`config.mk`:
```
export PLATFORM = sky130hd
export DESIGN_NAME = reward_tx_queue
export DESIGN_NICKNAME = d
export VERILOG_FILES = /design/src/rtl/reward_tx_queue.sv
export SDC_FILE = /design/constraint.sdc
export NUM_CORES = 1
export LEC_CHECK = 0
export CAP_MARGIN = 0
export CORE_ASPECT_RATIO = 0.8
export CORE_MARGIN = 2
export CORE_UTILIZATION = 45
export DETAILED_ROUTE_END_ITERATION = 12
export HOLD_SLACK_MARGIN = 0.05
export PLACE_DENSITY = 0.66
export SYNTH_ARGS = -nofsm -noshare
export SYNTH_HDL_FRONTEND = slang
export SYNTH_SLANG_ARGS = --single-unit
```
`constraint.sdc`:
```
create_clock -name clk -period 7.8 [get_ports clk]
set_input_delay 0.78 -clock clk [delete_from_list [all_inputs] [get_ports clk]]
set_output_delay 0.78 -clock clk [all_outputs]
set_load 0.01 [all_outputs]
```
`src/rtl/reward_tx_queue.sv`:
```
// reward_tx_queue: decodes received packets and membership timeouts into
// response entries, queued and released one per okToSend grant.
module reward_tx_queue #(
    parameter int unsigned WORD_WIDTH = 16,
    parameter int unsigned DEPTH      = 4,
    parameter int unsigned TX_LEVELS  = 4,
    parameter int unsigned TS_WIDTH   = 6,
    parameter int unsigned MAX_RIPPLE = 3,
    parameter logic [TX_LEVELS*WORD_WIDTH-1:0] TX_COST =
        {16'h001b, 16'h0011, 16'h0009, 16'h0005}
) (
    input  logic                           clk,
    input  logic                           nrst,
    input  logic                           en,
    input  logic                           mr_trigger,
    input  logic                           okToSend,
    input  logic                           iAmDestination,
    input  logic [WORD_WIDTH-1:0]          myEnergy,
    input  logic [WORD_WIDTH-1:0]          myNodeID,
    input  logic [WORD_WIDTH-1:0]          hopsFromSink,
    input  logic [WORD_WIDTH-1:0]          myQValue,
    input  logic                           role,
    input  logic                           low_E,
    input  logic [WORD_WIDTH-1:0]          timeslot,
    input  logic [2:0]                     fPacketType,
    input  logic [WORD_WIDTH-1:0]          fSourceID,
    input  logic [WORD_WIDTH-1:0]          fSourceHops,
    input  logic [WORD_WIDTH-1:0]          chosenCH,
    input  logic [WORD_WIDTH-1:0]          hopsFromCH,
    output logic [WORD_WIDTH-1:0]          rSourceID,
    output logic [WORD_WIDTH-1:0]          rEnergyLeft,
    output logic [WORD_WIDTH-1:0]          rQValue,
    output logic [WORD_WIDTH-1:0]          rSourceHops,
    output logic [WORD_WIDTH-1:0]          rDestinationID,
    output logic [WORD_WIDTH-1:0]          rChosenCH,
    output logic [WORD_WIDTH-1:0]          rHopsFromCH,
    output logic [2:0]                     rPacketType,
    output logic [TS_WIDTH-1:0]            rTimeslot,
    output logic [$clog2(TX_LEVELS+1)-1:0] tx_setting,
    output logic                           tx_valid,
    output logic                           reward_done,
    output logic [$clog2(DEPTH+1)-1:0]     q_count,
    output logic [7:0]                     drop_count
);

    localparam int unsigned LW = $clog2(TX_LEVELS + 1);
    localparam int unsigned PW = $clog2(DEPTH);
    localparam int unsigned CW = $clog2(DEPTH + 1);
    localparam logic [WORD_WIDTH-1:0] TXL_W  = WORD_WIDTH'(TX_LEVELS);
    localparam logic [WORD_WIDTH:0]   RIPPLE = (WORD_WIDTH+1)'(MAX_RIPPLE);
    localparam logic [CW-1:0]         FULL   = CW'(DEPTH);

    typedef struct packed {
        logic [2:0]            ptype;
        logic [WORD_WIDTH-1:0] src;
        logic [WORD_WIDTH-1:0] energy;
        logic [WORD_WIDTH-1:0] qv;
        logic [WORD_WIDTH-1:0] hops;
        logic [WORD_WIDTH-1:0] dest;
        logic [WORD_WIDTH-1:0] ch;
        logic [WORD_WIDTH-1:0] hch;
        logic [TS_WIDTH-1:0]   ts;
        logic [LW-1:0]         lvl;
    } entry_t;

    typedef enum logic [1:0] {IDLE, CAPTURE, DECODE} state_t;

    function automatic logic [LW-1:0] hop_level(
        input logic [WORD_WIDTH-1:0] h
    );
        if (h == '0) return LW'(1);
        if (h > TXL_W) return LW'(TX_LEVELS);
        return h[LW-1:0];
    endfunction

    function automatic logic [WORD_WIDTH-1:0] residual(
        input logic [WORD_WIDTH-1:0] e,
        input logic [LW-1:0]         lvl
    );
        logic [WORD_WIDTH-1:0] cost;
        cost = '0;
        for (int k = 0; k < int'(TX_LEVELS); k++)
            if (lvl == LW'(k + 1))
                cost = TX_COST[k*WORD_WIDTH +: WORD_WIDTH];
        return (e > cost) ? e - cost : '0;
    endfunction

    state_t                state_q;
    logic [2:0]            cap_type_q;
    logic [WORD_WIDTH-1:0] cap_src_q;
    logic [WORD_WIDTH-1:0] cap_hops_q;
    logic                  cap_dest_q;
    logic                  done_q;
    logic                  mr_pend_q;
    logic [TS_WIDTH-1:0]   slot_q;

    entry_t                mem [DEPTH];
    logic [PW-1:0]         wr_ptr_q;
    logic [PW-1:0]         rd_ptr_q;
    logic [CW-1:0]         count_q;
    logic [7:0]            drop_q;
    entry_t                out_q;
    logic                  tx_valid_q;

    logic   push;
    logic   grant;
    logic   svc_mr;
    entry_t ent;
    logic   do_pop;
    logic   full;
    logic   wr;
    logic   drop;
    logic   unused_ts;

    assign unused_ts = ^timeslot;

    always_comb begin
        push   = 1'b0;
        grant  = 1'b0;
        ent    = '0;
        svc_mr = (state_q == IDLE) && !en && mr_pend_q;
        if (state_q == DECODE) begin
            case (cap_type_q)
                3'b000: if (!low_E) begin
                    push      = 1'b1;
                    ent.ptype = 3'b000;
                    ent.dest  = '1;
                    ent.lvl   = LW'(TX_LEVELS);
                end
                3'b010: if (!role && !low_E &&
                            ({1'b0, cap_hops_q} + (WORD_WIDTH+1)'(1)
                             <= RIPPLE)) begin
                    push      = 1'b1;
                    ent.ptype = 3'b010;
                    ent.dest  = '1;
                    ent.ch    = cap_src_q;
                    ent.hch   = cap_hops_q + WORD_WIDTH'(1);
                    ent.lvl   = LW'(1);
                end
                3'b011: if (cap_dest_q && role) begin
                    push      = 1'b1;
                    grant     = 1'b1;
                    ent.ptype = 3'b101;
                    ent.dest  = cap_src_q;
                    ent.ts    = slot_q;
                    ent.lvl   = hop_level(cap_hops_q);
                end
                default: ;
            endcase
        end else if (svc_mr) begin
            push      = 1'b1;
            ent.ptype = 3'b011;
            ent.dest  = chosenCH;
            ent.ch    = chosenCH;
            ent.hch   = hopsFromCH;
            ent.ts    = timeslot[TS_WIDTH-1:0];
            ent.lvl   = hop_level(hopsFromCH);
        end
        if (push) begin
            ent.src    = myNodeID;
            ent.hops   = hopsFromSink;
            ent.qv     = myQValue;
            ent.energy = residual(myEnergy, ent.lvl);
        end
    end

    // A pop frees the head slot on the same edge, so a full queue still
    // accepts a simultaneous push.
    assign do_pop = okToSend && (count_q != '0);
    assign full   = (count_q == FULL);
    assign wr     = push && (!full || do_pop);
    assign drop   = push && full && !do_pop;

    always_ff @(posedge clk or negedge nrst) begin
        if (!nrst) begin
            state_q    <= IDLE;
            cap_type_q <= '0;
            cap_src_q  <= '0;
            cap_hops_q <= '0;
            cap_dest_q <= 1'b0;
            done_q     <= 1'b0;
            mr_pend_q  <= 1'b0;
            slot_q     <= '0;
        end else begin
            done_q    <= (state_q == CAPTURE);
            mr_pend_q <= mr_trigger | (mr_pend_q & ~svc_mr);
            if (grant) slot_q <= slot_q + TS_WIDTH'(1);
            case (state_q)
                IDLE: if (en) begin
                    cap_type_q <= fPacketType;
                    cap_src_q  <= fSourceID;
                    cap_hops_q <= fSourceHops;
                    cap_dest_q <= iAmDestination;
                    state_q    <= CAPTURE;
                end
                CAPTURE: state_q <= DECODE;
                DECODE:  state_q <= IDLE;
                default: state_q <= IDLE;
            endcase
        end
    end

    always_ff @(posedge clk or negedge nrst) begin
        if (!nrst) begin
            wr_ptr_q   <= '0;
            rd_ptr_q   <= '0;
            count_q    <= '0;
            drop_q     <= '0;
            out_q      <= '0;
            tx_valid_q <= 1'b0;
        end else begin
            tx_valid_q <= do_pop;
            if (do_pop) begin
                out_q    <= mem[rd_ptr_q];
                rd_ptr_q <= rd_ptr_q + PW'(1);
            end
            if (wr) wr_ptr_q <= wr_ptr_q + PW'(1);
            case ({wr, do_pop})
                2'b10:   count_q <= count_q + CW'(1);
                2'b01:   count_q <= count_q - CW'(1);
                default: ;
            endcase
            if (drop && drop_q != 8'hff) drop_q <= drop_q + 8'd1;
        end
    end

    always_ff @(posedge clk) begin
        if (wr) mem[wr_ptr_q] <= ent;
    end

    assign rSourceID      = out_q.src;
    assign rEnergyLeft    = out_q.energy;
    assign rQValue        = out_q.qv;
    assign rSourceHops    = out_q.hops;
    assign rDestinationID = out_q.dest;
    assign rChosenCH      = out_q.ch;
    assign rHopsFromCH    = out_q.hch;
    assign rPacketType    = out_q.ptype;
    assign rTimeslot      = out_q.ts;
    assign tx_setting     = out_q.lvl;
    assign tx_valid       = tx_valid_q;
    assign reward_done    = done_q;
    assign q_count        = count_q;
    assign drop_count     = drop_q;

endmodule

```
After elaboration in Yosys (flattened, before gate mapping)

Memories as Yosys holds them, arrays and structs flattened. A register that Yosys moved wholly into a read port is not among the register bits.
Index checks and enable logic that the tools add are counted.

Equal/unequal tests: 13
Reductions and logical operators: 24
Bitwise gates (word level): 3
Div/mod/pow operators: 0
Order comparisons: 4
Add/subtract/negate cells: 9
$mul: 0
Muxes and demuxes: 61
Shifts and indexed selects: 0

Operators by type and width:

| cell                    | count |
|---|---|
| $mux W57                | 2 |
| $mux W16                | 7 |
| $mux W64                | 1 |
| $mux W48                | 1 |
| $pmux W16 S3            | 1 |
| $mux W3                 | 12 |
| $gt A16 B3 Y1 const B   | 2 |
| $logic_not A16 Y1       | 2 |
| $mux W32                | 1 |
| $mux W1                 | 26 |
| $add A16 B1 Y17 const B | 1 |
| $le A17 B2 Y1 const B   | 1 |
| $add A16 B1 Y16 const B | 1 |
| $gt A16 B16 Y1          | 1 |
| $sub A16 B16 Y16        | 1 |
| $eq A3 B2 Y1 const B    | 4 |
| $pmux W3 S2             | 2 |
| $logic_and A1 B1 Y1     | 10 |
| $mux W9                 | 1 |
| $pmux W3 S3             | 1 |
| $add A8 B1 Y8 const B   | 1 |
| $ne A8 B8 Y1 const B    | 1 |
| $add A6 B1 Y6 const B   | 1 |
| $eq A3 B3 Y1 const B    | 2 |
| other kinds (21)        | 31 |

RAM bits: 496
Memory bits (read-only): 0
Bits in latches: 0
Memories: 1
Input port bits: 155
Bits in registers: 62

Memory list:

| name | words | width | read ports | clocked after Yosys merged registers in | wr ports | RTL line | source |
|---|---|---|---|---|---|---|---|
| mem  | 4     | 124   | 1          | 1                                       | 1        | 97       | `entry_t mem [DEPTH];` |

Logic depth before layout (Yosys ltp)

Depth after elaboration: 23
Mapped depth: 19
Mapped depth without buffers: 18

Worst setup path after synthesis

Ideal clock, no wire load.

Path type: register to register
Start point: reg cap_hops_q[0]
End point: mem mem[0][0] (netlist name), enable pin
Cell stages (with the launch flop): 11
Data arrival time: 5,046 ps
Clock period less this slack: 5,544 ps
Slack: 2,256 ps
Library setup time: 498 ps
Buffers on the path: 3
Path through: dfrtp_1 ha_1 clkbuf_1 nand3_1 nor4_1 mux2_2 nor4b_2 a21o_1 buf_4 buf_6 and3_1

Word-level cells in the longest chain between the ends: 9

RTL lines:

| what                          | RTL line | source |
|---|---|---|
| from (decl)                   | 91       | `logic [WORD_WIDTH-1:0] cap_hops_q;` |
| from (signal assigned)        | 192      | `cap_hops_q <= fSourceHops;` |
| $add A16 B1 Y17               | 131      | `({1'b0, cap_hops_q} + (WORD_WIDTH+1)'(1)` |
| $le A17 B2 Y1                 | 132      | `<= RIPPLE)) begin` |
| $logic_and A1 B1 Y1           | 130      | `3'b010: if (!role && !low_E &&` |
| $mux W1                       | 130      |  |
| $pmux W1 S3                   | 123      | `case (cap_type_q)` |
| $mux W1                       | 122      | `if (state_q == DECODE) begin` |
| $logic_and A1 B1 Y1           | 171      | `assign wr = push && (!full \|\| do_pop);` |
| $mux W1                       | 228      | `if (wr) mem[wr_ptr_q] <= ent;` |
| $mux W1 (not written as such) | 228      |  |
| to (decl)                     | 97       |  |

No other way between the ends.

==> flow_summary.json <==
{
  "synth_edf_count": 496,
  "grt_pass1_vias": 15744,
  "worstHoldPathType": "in2async",
  "track_usage_pct": 19.98,
  "hpwl_mm": 35.50,
  "synth_xor_area_share_pct": 1.074,
  "r2r_slack_ns": 2.82,
  "dp_worst_setup_slack_ns": 2.532,
  "grt_max_degree": 107,
  "stdcell_count": 2779,
  "avgRoutedWirePerCell_um": 21.81,
  "fmax_mhz": 200.7,
  "syn_area_per_cell_um2": 16.35,
  "synth-seq-area-share_pct": 72.62,
  "cts.sinks": 682,
  "worst-setup-path-type": "reg2reg",
  "io_buffers": 281,
  "tns_ns": 0,
  "ff2ff_path_depth": 16,
  "core_um2": 59360,
  "synthArstFlopShare_pct": 27.27,
  "synth_warnings": 0,
  "synth_top_family_by_area": "multiplexers",
  "status": "complete, no violations",
  "synth_mux_area_share_pct": 11.96,
  "vdd_drop_max_v": 0.0001644,
  "rsz0062_at_grt": "no",
  "initial_core_util_pct": 45.35,
  "cts_resized": 0,
  "htree_num_levels": 3,
  "netlist_area_um2": 26920,
  "firstDrtPassIters": 5,
  "critPathMaxFanout": 8,
  "r2r_end": "mem[3][104]$_DFFE_PP_",
  "fillCellCount": 4749,
  "fin_nets": 2113,
  "grt_overflow": 0,
  "clock_latency_ns": 0.60,
  "dieWidth_um": 277.4,
  "cts_hold_buf": 0,
  "antenna_found_initial": 2,
  "clkSlewWorstSetupHoldPaths_ns": 0.06,
  "grt_pass1_wl_mm": 93.39,
  "vias_per_cell": 5.432,
  "relSlewSlack_pct": 26.19,
  "maxCapViolations": 0,
  "hold_viol_final": 0,
  "critPathRequiredTime_ns": 8.20,
  "clock_skew_ns": 0.01939,
  "crit_arrival_ns": 5.39,
  "finalWirelength_mm": 60.62,
  "final-setup-viol-count": 0,
  "ant_nets": 0,
  "num_vias": 15096,
  "cts_tree": "done",
  "postPlaceCellArea_um2": 30640,
  "die_h_um": 222.8,
  "root_buffer": "clkbuf_16",
  "area_delta_synth_final_pct": 21.83,
  "gp_congestion": 0.7957,
  "max_slew.worst_pin.slew_ns": 1.107,
  "post-cts-setup-buffer-count": 0,
  "drt_iter0_drc": 1064,
  "finalCritPeriodShare_pct": 63.88,
  "placementRows": 80,
  "synth-seq-cells": 682,
  "timing.rr.start": "cap_hops_q[1]$_DFFE_PN0P_",
  "startpoint_type": "register",
  "route.detailed.drc": 0,
  "syn-num-nets": 1818,
  "placed_cells": 2649,
  "drive_above_1_share_pct": 15.07,
  "stdcell_area_um2": 32790,
  "die-area_um2": 61800,
  "synth-simple-area-share_pct": 9.789,
  "synth_cell_type_count": 58,
  "leakage_nw": 12.16,
  "endpoint_kind": "register",
  "ys.flop_type": "edfxtp_1",
  "synth_compound_area_share_pct": 2.222,
  "report.final.slew_viol_count": 0,
  "ios": 292,
  "clockBufferDepth": 3,
  "cts_buffers": 69,
  "synth_fa_ha_area_share_pct": 0.8460,
  "fin_ws_ns": 2.818,
  "syn_inst": 1646,
  "power.density_nw_per_um2": 346.5,
  "min_period_ns": 4.982
}
[worst max-delay path by stage]
| stage | from | end | slack, ns | cells past startpoint |
|---|---|---|---|---|
| global route | cap_hops_q[0]$_DFFE_PN0P_ | mem[3][104]$_DFFE_PP_ | 2.28 | 16 |
| finish | cap_hops_q[1]$_DFFE_PN0P_ | mem[3][104]$_DFFE_PP_ | 2.82 | 16 |
| global placement | role | mem[0][92]$_DFFE_PP_ | 2.62 | 16 |
| CTS | cap_hops_q[0]$_DFFE_PN0P_ | mem[0][104]$_DFFE_PP_ | 2.79 | 16 |
| floorplan | cap_hops_q[0]$_DFFE_PN0P_ | mem[0][0]$_DFFE_PP_ | 2.26 | 10 |
| detailed placement | role | mem[3][98]$_DFFE_PP_ | 2.53 | 17 |
[cell usage after synthesis (all sizes together), types with 12 or more instances]
master    n  area (µm²)
nor2     29       108.9
o21ai    12       60.06
mux2     37       416.7
and3     27       168.9
clkbuf   56       210.2
dfrtp   186        4654
nand2   390        1464
buf      25       122.6
xnor2    27       236.5
edfxtp  496       14890
nor4     14       102.6
mux4    124        2793
inv      18       67.56
nand4    12       90.09
and2     51       319.1
nand3    14       75.07
a22o     23       201.4
a221o    16       160.2
ha       15       187.7
[sequential cells by signal, indices dropped and copies added (netlist names), 6 cells and up]
register        count
rEnergyLeft        16
rDestinationID     16
rHopsFromCH        16
rChosenCH          16
drop_count          8
rSourceID          16
slot_q              6
cap_src_q          16
rTimeslot           6
cap_hops_q         16
mem               496
rSourceHops        16
rQValue            16
[layout by cell type, fill, tap and decap left out, drive strengths merged, types with 15 or more instances in the layout]
master,instances
edfxtp,496
nand2,390
clkdlybuf4s50,280
dfrtp,186
mux4,124
clkbuf,99
and2,51
mux2,37
nor2,29
xnor2,27
and3,27
buf,25
a22o,23
inv,23
clkinv,19
a221o,16
ha,15
[per-layer routing]
layer	GRT usage, %	part of all wire (%)
met1	27.12	43
met2	33.25	50
met3	3.954	5.2
met4	5.207	2.0
met5	0	0
[logic make-up after synthesis]
family / count (synthesis)
buf+inv: 99
compound gates: 76
xor+xnor: 33
flops: 682
fa+ha+maj: 17
simple gates: 577
mux: 162
[per-stage QoR]
| stage | hold slack, ns | utilization (%) | total power [W] |
|---|---|---|---|
| finish | 0.2011 | 55.25 | 0.01136 |
| global route | 0.2355 | 55.24 | 0.01195 |
| CTS | 0.1998 | 55.24 | 0.01153 |
| detailed placement | 0.4621 | 51.62 | 0.008335 |
| global placement | 0.4560 | 51.62 | 0.008260 |
| floorplan | 0.4464 | - | 0.006932 |
[final cells by class]
class,count,area [µm²],share of cell area [%]
Inverter,18,70.07,0.2137
Tap cell,779,974.7,2.972
Clock buffer,99,1922,5.860
Sequential cell,682,19560,59.63
Clock inverter,28,224.0,0.6829
Multi-Input combinational cell,865,7017,21.40
Timing Repair Buffer,305,3023,9.218
Antenna cell,3,7.507,0.02289
[critical path, cell delays in order (launching register included)]
cell      delay [ns]
dfrtp_1         0.45
ha_1            0.38
nand2_1         0.14
o31a_1          0.30
nor3_1          0.42
nor4b_2         0.13
a21oi_1         0.42
and3_1          0.32
inv_1           0.07
ha_1            0.28
nor2b_1         0.13
o21ai_0         0.21
a21boi_0        0.16
o21ai_0         0.49
or3b_2          0.50
xor2_1          0.15
nor2_1          0.24
[report_power, final]
group	internal, W	switching, W	total (W)
logic	0.00158	0.00149	0.00307
registers	0.00465	0.000474	0.00513
clock network	0.00182	0.00135	0.00317
total	0.00806	0.00331	0.0114
Power figures use the tool's default switching activity.
